`src/rtl/fifo_sink_sim.sv`:
```
// fifo_sink_sim
// Simulation-side consumer that drains the sample FIFO written by the source
// model. It issues registered read strobes on a wrapping address while the
// FIFO is not almost-empty, captures the returned word RD_LATENCY cycles
// later, and checks it against the ramp 0, 1, 2, ...
//
// Ports
//   clk        : clock, all logic on the rising edge
//   rst        : synchronous active-high reset
//   en         : run enable; low pauses new reads
//   Aempty     : FIFO almost-empty; high blocks new reads
//   rdata      : FIFO read data
//   RE         : registered read strobe
//   addr       : read address, valid while RE is high
//   dout       : last captured word
//   dout_valid : one-cycle pulse per captured word
//   err_cnt    : saturating count of ramp mismatches
//   done       : sticky end-of-run flag, cleared only by rst
module fifo_sink_sim #(
  parameter int ADDR_WIDTH  = $clog2(100),
  parameter int DATA_WIDTH  = 16,
  parameter int NUM_SAMPLES = 100,
  parameter int RD_LATENCY  = 1
) (
  input  logic                  clk,
  input  logic                  rst,
  input  logic                  en,
  input  logic                  Aempty,
  input  logic [DATA_WIDTH-1:0] rdata,
  output logic                  RE,
  output logic [ADDR_WIDTH-1:0] addr,
  output logic [DATA_WIDTH-1:0] dout,
  output logic                  dout_valid,
  output logic [15:0]           err_cnt,
  output logic                  done
);

  // Sized so that the counters can hold NUM_SAMPLES itself and never wrap.
  localparam int CW = $clog2(NUM_SAMPLES + 1);
  localparam logic [CW-1:0] N_C = CW'(NUM_SAMPLES);

  typedef enum logic [1:0] {IDLE, READ, DRAIN, DONE} state_e;

  state_e                state_q, state_d;
  logic                  re_q, re_d;
  logic [ADDR_WIDTH-1:0] addr_q, addr_d;
  logic [CW-1:0]         issued_q, issued_d;
  logic [CW-1:0]         rcv_q, rcv_d;
  logic [RD_LATENCY-1:0] sr_q, sr_d;
  logic [DATA_WIDTH-1:0] dout_q, dout_d;
  logic                  dv_q, dv_d;
  logic [15:0]           err_q, err_d;
  logic                  tap;
  logic [DATA_WIDTH-1:0] exp_w;

  function automatic logic [15:0] sat_inc(input logic [15:0] v);
    return (v == 16'hFFFF) ? v : v + 16'd1;
  endfunction

  // A read strobed RD_LATENCY cycles ago has its data on rdata now.
  assign tap   = sr_q[RD_LATENCY-1];
  assign exp_w = DATA_WIDTH'(rcv_q);

  always_comb begin
    state_d  = state_q;
    re_d     = 1'b0;
    addr_d   = re_q ? addr_q + 1'b1 : addr_q;
    issued_d = issued_q;
    rcv_d    = rcv_q;
    dout_d   = dout_q;
    dv_d     = tap;
    err_d    = err_q;

    sr_d[0] = re_q;
    for (int i = 1; i < RD_LATENCY; i++) begin
      sr_d[i] = sr_q[i-1];
    end

    // Capture and ramp check
    if (tap) begin
      dout_d = rdata;
      if (rdata != exp_w) begin
        err_d = sat_inc(err_q);
      end
      rcv_d = rcv_q + 1'b1;
    end

    unique case (state_q)
      IDLE: begin
        if (en) begin
          state_d = READ;
        end
      end
      READ: begin
        if (issued_q == N_C) begin
          state_d = DRAIN;
        end else begin
          re_d = en & ~Aempty;
          if (re_d) begin
            issued_d = issued_q + 1'b1;
          end
        end
      end
      DRAIN: begin
        if (sr_q == '0 && rcv_q == N_C) begin
          state_d = DONE;
        end
      end
      DONE: begin
        state_d = DONE;
      end
      default: state_d = IDLE;
    endcase
  end

  // Register stage: strobe, address, in-flight tracker and capture registers
  always_ff @(posedge clk) begin
    if (rst) begin
      state_q  <= IDLE;
      re_q     <= 1'b0;
      addr_q   <= '0;
      issued_q <= '0;
      rcv_q    <= '0;
      sr_q     <= '0;
      dout_q   <= '0;
      dv_q     <= 1'b0;
      err_q    <= '0;
    end else begin
      state_q  <= state_d;
      re_q     <= re_d;
      addr_q   <= addr_d;
      issued_q <= issued_d;
      rcv_q    <= rcv_d;
      sr_q     <= sr_d;
      dout_q   <= dout_d;
      dv_q     <= dv_d;
      err_q    <= err_d;
    end
  end

  assign RE         = re_q;
  assign addr       = addr_q;
  assign dout       = dout_q;
  assign dout_valid = dv_q;
  assign err_cnt    = err_q;
  assign done       = (state_q == DONE);

endmodule

```
`config.mk`:
```
export PLATFORM = sky130hd
export DESIGN_NAME = fifo_sink_sim
export DESIGN_NICKNAME = d
export VERILOG_FILES = /design/src/rtl/fifo_sink_sim.sv
export SDC_FILE = /design/constraint.sdc
export NUM_CORES = 1
export LEC_CHECK = 0
export ABC_AREA = 1
export BUFFER_PORTS_ARGS = -buffer_cell sky130_fd_sc_hd__buf_2
export CORE_MARGIN = 2
export CORE_UTILIZATION = 24
export DETAILED_ROUTE_END_ITERATION = 8
export MAX_ROUTING_LAYER = met4
export PLACE_DENSITY = 0.51
export SETUP_SLACK_MARGIN = 0.15
export SLEW_MARGIN = 20
export SYNTH_ARGS = -nofsm -noshare
export SYNTH_HDL_FRONTEND = slang
export SYNTH_SLANG_ARGS = --single-unit
```
`constraint.sdc`:
```
create_clock -name clk -period 2.6 [get_ports clk]
set_input_delay 0.78 -clock clk [delete_from_list [all_inputs] [get_ports clk]]
set_output_delay 0.78 -clock clk [all_outputs]
set_load 0.02 [all_outputs]
```
==> metrics.md, run 1 <==
| Metric | Value |
|---|---|
| Final GP Congestion | `approximately 0.81` |
| Final instance area | `approximately 3600 um2` |
| Top-Level Pins | `62` |
| Initial core utilization | `0.2488` |
| Synth Warn # | `0` |
| Port bufs | `61` |
| Relative slew slack | `0.6766` |
| Synth Flop Type | `dfxtp_1` |
| Number of nets in the layout | `522` |
| HPWL Detailed | `between 5 and 6 mm` |
| Area share of the largest cell type after synthesis | `0.4035` |
| Sequential share of power | `0.418` |
| FMAX | `around 530 MHz` |
| VDD IR max | `approximately 0.32 mV` |
| DR iter-0 viols | `166` |
| CTS Root Cell | `clkbuf_16` |
| Synth unique cells | `25` |
| CP required | `2.81 ns` |
| Routed len/inst | `11.24 um` |
| Largest cells by area after synthesis | `dfxtp_1, nand2_1, nor2_1` |
| Slowest-stage cell, CP | `o21ai_4` |
| Post-CTS Hold Fix Bufs | `0` |
| # Post-CTS Setup Buffers | `0` |
| RSZ-0062 raised after global routing | `no` |
| Most numerous cell in the Yosys netlist | `nand2_1` |
| Die area | `about 13000 um2` |
| Clock slew at reported path FFs | `about 0.050 ns` |
| CTS HTree Levels | `3` |
| DR DRC count | `0` |
| # diodes | `0` |
| Crit Path Max Fanout | `13` |
| Syn nets | `roughly 460` |
| Setup total negative slack | `0 ns` |
| Total core area | `between 10000 and 15000 um2` |
| Vias post-DR | `around 2.8k` |
| Average instance area after synthesis | `6.661 um2` |
| Sinks on Clock Net | `58` |
| Final Critical Period | `1.879 ns` |
| Layout cells sized above 1 | `0.1703` |
| Largest net degree at the start of global routing | `40` |
| Clock Latency Late Sink | `approximately 0.32 ns` |
| Startpoint Class | `primary input` |
| Switch share | `0.2136` |
| FF+latch count, synth | `58` |
| Fillcell total | `1279` |
| Pint | `~1.7 mW` |
| Hold Crit Class | `reg -> reg` |
| Arrival @ worst endpoint | `around 2.1 ns` |
| Max Cap Viol | `0` |
| Final hold vios | `0` |
| GRT Residual Overflow | `0` |
| DIE WIDTH | `about 110 um` |
| Placement Cell Area | `about 3300 um2` |
| Worst-Margin Slew | `0.4837 ns` |
| Power Density | `603.8 nW/um2` |
| Worst clock skew | `between 0.006 and 0.007 ns` |
| Outcome | `finished clean` |
| Most frequent cell on the critical path | `nor2_1` |
| # rows | `39` |
| Period utilization | `0.7228` |
| Post-synth EDFFs | `0` |
| Crit-path max cell delay | `between 0.3 and 0.4 ns` |
| P_leak | `between 1.5 and 2 nW` |
| First-pass DRT Iterations | `4` |
| Mapped cell area | `~2900 um2` |
| Die H | `~110 um` |
| # resized after CTS | `0` |
| Gr usage total | `0.1222` |
| Area Growth Syn to Fin | `25.96%` |
| Commonest cells in the netlist | `nand2_1, nor2_1, inv_1` |
| CTS tree | `yes` |
| Initial antenna violation count | `0` |
| First-pass GRT wire length | `around 12 mm` |
| Vias in the first global route | `2629` |
| Clock buffer count from CTS | `9` |
| Cell taking the most area after synthesis | `dfxtp_1` |
| Pins Over Slew Limit | `0` |
| Max clock buf depth | `2` |
| Logic pwr share | `0.052` |
| Crit path cell chain | `buf_2 > nor2_1 > nand2_1 > nor2_1 > nand3_1 > o21ai_4 > inv_1 > nor2_1 > nor2_1` |
| CP Class | `in -> reg` |
| Clock Power Share | `0.530` |
| Switching pwr | `between 0.4 and 0.5 mW` |
| Share of synthesized flip-flops with an asynchronous set or reset | `0` |
| DR vias/cell | `approximately 4.3` |
| Syn Inst Count | `roughly 430` |
| Critical Path Sink Type | `flip-flop` |
| WL final | `slightly above 7 mm` |
| ANT nets after route | `0` |
| Register area share after synthesis | `0.4035` |
| Final setup viols | `0` |
per-layer routing:
layer / track usage / routed length [um]
met1: 0.1522 / 3623
met4: 0.04472 / 76
met3: 0.03029 / 315
met2: 0.1928 / 3202
met5: - / 0
power by group through the flow:
stage / clock network (mW) / logic, mW / registers, mW
2_1_floorplan: 0 / 0.0614 / 0.942
5_1_grt: 1.24 / 0.130 / 0.916
3_5_place_dp: 0 / 0.115 / 0.932
4_1_cts: 1.20 / 0.116 / 0.914
6_report: 1.16 / 0.113 / 0.915
3_3_place_gp: 0 / 0.114 / 0.932
final timing paths:
check	depth (start not counted)	to	from	slack [ns]
hold / removal	2	dout[8]$_SDFFE_PP0P_	dout[8]$_SDFFE_PP0P_	0.49
setup reg to reg	10	err_cnt[1]$_SDFFE_PP0P_	err_cnt[0]$_SDFFE_PP0P_	0.73
setup / recovery	9	err_cnt[1]$_SDFFE_PP0P_	rdata[10]	0.72
hold reg to reg	2	dout[8]$_SDFFE_PP0P_	dout[8]$_SDFFE_PP0P_	0.49
per-stage QoR:
stage	hold slack (ns)	cells	power, mW	worst slack [ns]	util
finish	0.4893	642	2.189	0.7206	0.3134
global route	0.5174	642	2.284	0.5439	0.3134
CTS	0.4971	642	2.227	0.7262	0.3134
detailed placement	0.4830	628	1.048	0.3866	0.2881
global placement	0.4794	628	1.047	0.4112	0.2881
floorplan	0.4596	432	1.003	0.8516	-
critical path, delay by kind of cell:
kind,cells,cell delay [ns]
compound gates,1,0.35
buf+inv,2,0.30
simple gates,6,0.64
cell families (layout without fill, tap and decap cells):
logic type      count (synthesis)  in the layout  synth area share
compound gates                 51             51           0.09435
xor+xnor                       16             16           0.04869
fa+ha+maj                       6              6           0.02609
buf+inv                        71            138           0.09652
flops                          58             58            0.4035
simple gates                  230            230            0.3309
placed cells by master, fill, tap and decap left out:
cell type  Yosys  routed
a21oi_1       26      26
a31oi_1        1       1
buf_2          0      61
buf_4          0       3
bufinv_16      0       1
clkbuf_16      0       9
clkbuf_8       0       2
clkinv_2       0       2
dfxtp_1       58      58
ha_1           6       6
inv_1         60      60
nand2_1      100     100
nand2_2        1       1
nand3_1       21      21
nand3_2        1       1
nand3b_1       1       1
nand4_1        6       6
nor2_1        84      84
nor2_2         2       2
nor2_4         1       1
nor3_1        10      10
nor3b_1        2       2
o21ai_0       22      22
o21ai_4        1       1
o221ai_1       1       1
or2_2          1       1
xnor2_1        6       6
xor2_1        10      10
state kept, by name (all words and copies together) (netlist names):
name and count:
addr 7, err_cnt 16, dv_d 1, dout 16, state_q 2, rcv_q 7, RE 1, dout_valid 1
issued_q 7
cell type report:
| type | count | area, um2 | share of cell area |
|---|---|---|---|
| inverter | 60 | 225.2 | 0.06213 |
| clock inverter | 3 | 40.04 | 0.01105 |
| sequential | 58 | 1161 | 0.3203 |
| clock buffer | 11 | 252.7 | 0.06973 |
| timing repair buffer | 64 | 327.8 | 0.09044 |
| tap | 143 | 178.9 | 0.04936 |
| multi-input combinational | 303 | 1439 | 0.3970 |
(Power assumes the default switching activity.)
==> inputs of run 2 (changes only) <==
Settings changed: ABC_AREA 1 to 0.
Clock period 2.6 ns to 1.9 ns, I/O delays scaled along.
==> run 2 against run 1 <==
  * Combinational power increased by 5%
  * Routed wire length decreased by 12%
  * Via count decreased by 15%
  * Sequential share of layout area increased by 0.38 points
  * Critical path type is now reg -> reg
  * Highest routed layer unchanged
==> metrics.md, run 2 <==
| Metric | Value |
|---|---|
| Final GP Congestion | `0.7860 (-2.9%)` |
| Largest net degree at the start of global routing | `29 (-28%)` |
| Top-Level Pins | `62 (unchanged)` |
| VDD IR max | `0.3507 mV (+11%)` |
| Area Growth Syn to Fin | `38.63%` |
| Slowest-stage cell, CP | `or4_1` |
| CP Class | `reg -> reg` |
| Initial antenna violation count | `0 (unchanged)` |
| DIE WIDTH | `108.9 um (-4.1%)` |
| Placement Cell Area | `3306 um2 (-0.79%)` |
| Sequential share of power | `0.456 (+0.038)` |
| Layout cells sized above 1 | `0.3698 (+0.1995)` |
| GRT Residual Overflow | `0 (unchanged)` |
| WL final | `6.379 mm (-12%)` |
| Max clock buf depth | `2 (unchanged)` |
| Core Util, Final | `0.3391 (+0.02566)` |
| Switching pwr | `0.5696 mW (+22%)` |
| Vias in the first global route | `2234 (-15%)` |
| Arrival @ worst endpoint | `2.01 ns (-0.08 ns)` |
| Final Critical Period | `1.741 ns` |
| Post-synth EDFFs | `0 (unchanged)` |
| ANT nets after route | `0 (unchanged)` |
| Crit Path Max Fanout | `4 (-9)` |
| Reg2reg setup slack | `0.16 ns (-0.57 ns)` |
| First-pass DRT Iterations | `4 (unchanged)` |
| Routed len/inst | `12.17 um (+8.3%)` |
| DR iter-0 viols | `89 (-46%)` |
| Worst-Margin Slew | `0.4379 ns (-0.04581 ns)` |
| CP required | `2.16 ns (-0.65 ns)` |
| Most numerous cell in the Yosys netlist | `dfxtp_1` |
| Clock Power Share | `0.500 (-0.030)` |
| Period utilization | `0.9165` |
| Synth Flop Type | `dfxtp_1` |
| FMAX | `about 570 MHz` |
| Inst Count DP | `502 (-20%)` |
| Clock slew at reported path FFs | `0.07 ns (+0.02 ns)` |
| Final hold vios | `0 (unchanged)` |
| RSZ-0062 raised after global routing | `yes` |
| CTS tree | `yes` |
| DR vias/cell | `4.513 (+4.5%)` |
| DR DRC count | `0 (unchanged)` |
| Worst clock skew | `0.009295 ns (+0.002534 ns)` |
| Hold Crit Class | `reg -> reg` |
| Crit-path max cell delay | `0.48 ns (+0.13 ns)` |
| Number of nets in the layout | `405 (-22%)` |
| Crit path cell chain | `and4_4 > nand4_4 > or3_4 > or4_1 > a21oi_1` |
| Setup ws final | `0.1587 ns (-0.5619 ns)` |
| Hold_ws | `0.4909 ns (+0.001595 ns)` |
| Clock Latency Late Sink | `0.33 ns (about the same)` |
| FF+latch count, synth | `58 (unchanged)` |
| Synth unique cells | `38 (+52%)` |
| Pint | `2.120 mW (+23%)` |
| Port bufs | `61 (unchanged)` |
| Most common cell after layout, fill and taps aside | `buf_2` |
| P_leak | `1.468 nW (-16%)` |
| HPWL Detailed | `4.540 mm (-16%)` |
| Cell taking the most area after synthesis | `dfxtp_1` |
| Die H | `108.9 um (-4.1%)` |
| Mapped cell area | `2640 um2 (-8.3%)` |
| Pins Over Slew Limit | `0 (unchanged)` |
| Cell Count, Final, Fillers Out | `524 (-18%)` |
| Clock buffer count from CTS | `9 (unchanged)` |
| Commonest cells in the netlist | `dfxtp_1, nor2_1, nand2_1` |
| Average instance area after synthesis | `9.104 um2 (+37%)` |
| # rows | `38 (-2.6%)` |
| Switch share | `0.2118 (-0.001766)` |
| CTS Root Cell | `clkbuf_8` |
| CTS HTree Levels | `3 (unchanged)` |
| Synth Warn # | `0 (unchanged)` |
| Largest cells by area after synthesis | `dfxtp_1, mux2i_1, nor2_1` |
| Startpoint Class | `flip-flop` |
| Max Cap Viol | `0 (unchanged)` |
| Outcome | `finished clean` |
| Critical Path Sink Type | `flip-flop` |
| # diodes | `0 (unchanged)` |
| Total power draw | `2.689 mW (+23%)` |
| Gr usage total | `0.1161 (-0.006116)` |
| First-pass GRT wire length | `10.47 mm (-15%)` |
| Power Density | `734.8 nW/um2 (+22%)` |
| Relative slew slack | `0.7041 (+0.02746)` |
| Syn Inst Count | `290 (-33%)` |
| Dpl ws | `-0.1694 ns (-0.5561 ns)` |
| Total core area | `10790 um2 (-6.7%)` |
| Initial core utilization | `0.2446 (-0.004228)` |
| Register area share after synthesis | `0.4398 (+0.03633)` |
| Share of synthesized flip-flops with an asynchronous set or reset | `0 (unchanged)` |
| Most frequent cells in the layout | `buf_2, dfxtp_1, nor2_1` |
| Die area | `11850 um2 (-8.0%)` |
| Area share of the largest cell type after synthesis | `0.4398 (+0.03633)` |
| Post-CTS Hold Fix Bufs | `0 (unchanged)` |
| Vias post-DR | `2365 (-15%)` |
| Final setup viols | `0 (unchanged)` |
| Setup total negative slack | `0 ns (unchanged)` |
| Syn nets | `316 (-31%)` |
| Sinks on Clock Net | `58 (unchanged)` |
| Logic pwr share | `0.044 (-0.008)` |
| Final instance area | `3660 um2 (+0.97%)` |
[run 2: changes by cell type in the layout (fill, tap and decap cells not counted), moves of 12 or more]
cell and change:
inv_1 -54, mux2i_1 +19, o21ai_0 -15, a21oi_1 -12, nand3_1 -15, buf_4 +24
nand2_1 -80, dfxtp_1 -14, nor2_1 -42
[run 2: cell type report]
type,instances,area (um2)
timing repair buffer,93,590.6
clock inverter,4,71.32
fill,1119,7133
sequential,58,1186
inverter,6,22.52
tap,140,175.2
clock buffer,12,165.2
multi-input combinational,211,1449
[run 2: final timing paths]
| kind | from | to | cells after the start |
|---|---|---|---|
| worst max-delay path | err_cnt[2]$_SDFFE_PP0P_ | err_cnt[14]$_SDFFE_PP0P_ | 5 |
| worst max register to register | err_cnt[2]$_SDFFE_PP0P_ | err_cnt[14]$_SDFFE_PP0P_ | 5 |
| worst min register to register | dout[3]$_SDFFE_PP0P_ | dout[3]$_SDFFE_PP0P_ | 2 |
| worst min-delay path | dout[3]$_SDFFE_PP0P_ | dout[3]$_SDFFE_PP0P_ | 2 |
[run 2: repair_timing]
item	4_1_cts	5_1_grt
resized for setup	7	11
buffers inserted	4	2
pin swaps	8	1
setup endpoints to repair	8	20
[run 2: logic make-up after synthesis]
family          share of synthesized area
compound gates                    0.08626
xor+xnor                          0.06635
fa+ha+maj                         0.02844
buf+inv                           0.03601
flops                              0.4398
mux                               0.09336
simple gates                       0.2498
[run 2: layer usage]
metal | global-route usage | part of all wire
met4 | 0.03571 | 0.012
met1 | 0.1353 | 0.46
met2 | 0.1921 | 0.47
met5 | - | 0
met3 | 0.03467 | 0.050
[run 2: critical path, delay by kind of cell, from the launching register on]
| family | cells | cell delay [ns] |
|---|---|---|
| simple gates | 4 | 1.22 |
| flops | 1 | 0.34 |
| compound gates | 1 | 0.12 |
[run 2: power by group through the flow]
stage / Combinational, mW / Sequential, mW / Clock, mW
floorplan: 0.0531 / 1.26 / 0
global placement: 0.117 / 1.26 / 0
detailed placement: 0.118 / 1.26 / 0
CTS: 0.119 / 1.23 / 1.40
global route: 0.133 / 1.23 / 1.46
finish: 0.119 / 1.23 / 1.34
==> inputs of run 3 (changes only) <==
Settings changed: PLACE_DENSITY 0.51 to 0.53, SETUP_SLACK_MARGIN 0.15 to unset.
==> run 3 against run 2 <==
  * Total power fell by 11%
  * Via count fell by 2.7%
  * Critical path depth did not move
  * Clock skew fell by 0.00096 ns
  * Largest power group is now sequential cells
  * Largest cell class unchanged
==> metrics.md, run 3 (synthesized netlist as in run 2, its figures left out) <==
| Metric | Value |
|---|---|
| Gr usage total | `0.1123 (-0.003811)` |
| Worst clock skew | `0.008337 ns (-0.0009578 ns)` |
| Clock Latency Late Sink | `0.33 ns (about the same)` |
| Clock buffer count from CTS | `9 (unchanged)` |
| Slowest-stage cell, CP | `or4_4` |
| Area occupied by multi-input gates | `1406 um2 (-2.9%)` |
| Relative slew slack | `0.5930 (-0.1111)` |
| Die H | `108.9 um (unchanged)` |
| DR iter-0 viols | `72 (-19%)` |
| Most common cell after layout, fill and taps aside | `buf_2` |
| Clock slew at reported path FFs | `0.07 ns (about the same)` |
| Routed len/inst | `11.68 um (-4.1%)` |
| CTS tree | `yes` |
| CP required | `2.17 ns (about the same)` |
| Final instance area | `3450 um2 (-5.7%)` |
| R2r endpoint | `err_cnt[14]$_SDFFE_PP0P_` |
| Switching pwr | `0.5413 mW (-5.0%)` |
| CTS Root Cell | `clkbuf_8` |
| Vias in the first global route | `2106 (-5.7%)` |
| DIE WIDTH | `108.9 um (unchanged)` |
| Total core area | `10790 um2 (unchanged)` |
| Number of nets in the layout | `394 (-2.7%)` |
| Placement Cell Area | `3264 um2 (-1.2%)` |
| Setup total negative slack | `0 ns (unchanged)` |
| Logic pwr share | `0.046 (+0.002)` |
| Worst r2r src | `err_cnt[4]$_SDFFE_PP0P_` |
| Final GP Congestion | `0.8074 (+2.7%)` |
| Critical Path Sink Type | `flip-flop` |
| Final setup viols | `0 (unchanged)` |
| Initial core utilization | `0.2446 (unchanged)` |
| Total power draw | `2.400 mW (-11%)` |
| DR DRC count | `0 (unchanged)` |
| Top Family by Delay on Critical Path | `simple AND/OR/NAND/NOR gates` |
| ANT nets after route | `0 (unchanged)` |
| Final hold vios | `0 (unchanged)` |
| Vias post-DR | `2301 (-2.7%)` |
| Hold_ws | `0.4896 ns (-0.001349 ns)` |
| CP Class | `reg -> reg` |
| GRT Residual Overflow | `0 (unchanged)` |
| Top-Level Pins | `62 (unchanged)` |
| # diodes | `0 (unchanged)` |
| Pint | `1.858 mW (-12%)` |
| Worst setup path endpoint | `err_cnt[14]$_SDFFE_PP0P_` |
| Post-CTS Hold Fix Bufs | `0 (unchanged)` |
| # rows | `38 (unchanged)` |
| # resized after CTS | `0 (-7)` |
| WL final | `5.967 mm (-6.5%)` |
| Max Cap Viol | `0 (unchanged)` |
| Switch share | `0.2256 (+0.01381)` |
| CTS HTree Levels | `3 (unchanged)` |
| RSZ-0062 raised after global routing | `no` |
| Bufs and invs on worst path | `0 (unchanged)` |
| Crit Path Max Fanout | `5 (+1)` |
| HPWL Detailed | `4.374 mm (-3.7%)` |
| Most frequent cells in the layout | `buf_2, dfxtp_1, nor2_1` |
| Setup ws final | `0.1336 ns (-0.02506 ns)` |
| Area Growth Syn to Fin | `30.66%` |
| Sinks on Clock Net | `58 (unchanged)` |
| Hold Crit Class | `in -> reg` |
| Flip-flop and latch area | `1172 um2 (-1.2%)` |
| Crit. path cell count | `5 (unchanged)` |
| R2R cell count | `5 (unchanged)` |
| Die area | `11850 um2 (unchanged)` |
| Startpoint Class | `flip-flop` |
| Power Density | `695.6 nW/um2 (-5.3%)` |
| DR vias/cell | `4.503 (-0.23%)` |
| Fillcell total | `1127 (+0.71%)` |
| Crit path cell chain | `and4_4 > nand4_4 > or3_4 > or4_4 > a21oi_2` |
| Crit-path max cell delay | `0.52 ns (+0.04 ns)` |
| Dpl ws | `-0.1660 ns (+0.003441 ns)` |
| Worst-Margin Slew | `0.6039 ns (+0.1660 ns)` |
| Arrival @ worst endpoint | `2.03 ns (+0.02 ns)` |
| First-pass GRT wire length | `10.05 mm (-4.1%)` |
| Sequential share of power | `0.513 (+0.057)` |
| FMAX | `566.1 MHz (-1.4%)` |
| Port bufs | `61 (unchanged)` |
| VDD IR max | `0.3754 mV (+7.0%)` |
| Clock Power Share | `0.441 (-0.059)` |
| Layout cells sized above 1 | `0.3235 (-0.04634)` |
| First-pass DRT Iterations | `4 (unchanged)` |
| Pins Over Slew Limit | `0 (unchanged)` |
| Reg2reg setup slack | `0.13 ns (-0.03 ns)` |
| P_leak | `1.373 nW (-6.5%)` |
| Outcome | `finished clean` |
| Worst setup path startpoint | `err_cnt[4]$_SDFFE_PP0P_` |
| Period utilization | `0.9297 (+0.01319)` |
| Largest net degree at the start of global routing | `30 (+3.4%)` |
| Max clock buf depth | `2 (unchanged)` |
| Initial antenna violation count | `0 (unchanged)` |
| # Post-CTS Setup Buffers | `0 (-4)` |
| Final Critical Period | `1.766 ns (+0.02506 ns)` |
## run 3: cell types whose count changed in the layout (fill, tap and decap cells not counted), sizes merged
cell / delta
clkinv: +2
inv: -1
bufinv: -1
clkbuf: -2
buf: -11
## run 3: per-stage QoR
step,cells,util
after global placement,497,0.3025
after global routing,511,0.3196
after CTS,511,0.3185
final,511,0.3196
after floorplan,290,-
after detailed placement,497,0.3025
## run 3: area by class of cell
| type | count | area share |
|---|---|---|
| repair buffers | 82 | 0.1451 |
| inverters | 6 | 0.006529 |
| flip-flops and latches | 58 | 0.3399 |
| well taps | 140 | 0.05078 |
| multi-input cells | 211 | 0.4077 |
| clock buffers | 10 | 0.03700 |
| clock inverters | 4 | 0.01306 |
## run 3: power groups by stage
stage | Combinational, mW | Clock [mW] | Sequential (mW)
final | 0.112 | 1.06 | 1.23
after global routing | 0.124 | 1.16 | 1.23
after CTS | 0.114 | 1.11 | 1.23
after detailed placement | 0.115 | 0 | 1.26
after global placement | 0.113 | 0 | 1.26
after floorplan | 0.0531 | 0 | 1.26
## run 3: worst min-delay path by stage
stage,end,cells after the start,slack (ns),start
after CTS,dout[10]$_SDFFE_PP0P_,3,0.47,rdata[10]
final,dout[7]$_SDFFE_PP0P_,3,0.49,rdata[7]
after floorplan,state_q[1]$_SDFFE_PP0P_,2,0.48,state_q[0]$_SDFFE_PP0P_
after global routing,dout[2]$_SDFFE_PP0P_,3,0.50,rdata[2]
after global placement,addr[6]$_SDFFE_PP0P_,2,0.47,addr[6]$_SDFFE_PP0P_
after detailed placement,dout[11]$_SDFFE_PP0P_,2,0.48,dout[11]$_SDFFE_PP0P_
## run 3: layer usage
layer | global-route usage | vias up | share of wire
met2 | 0.1757 | 54 | 0.46
met3 | 0.04304 | 7 | 0.052
met5 | - | - | 0
li1 | - | 1188 | -
met1 | 0.1373 | 1052 | 0.47
met4 | 0.02473 | 0 | 0.011
## run 3: worst reg2reg max path, stage by stage, from the launching register on
cell	delay (ns)
dfxtp_2	0.36
and4_4	0.26
nand4_4	0.11
or3_4	0.35
or4_4	0.52
a21oi_2	0.12
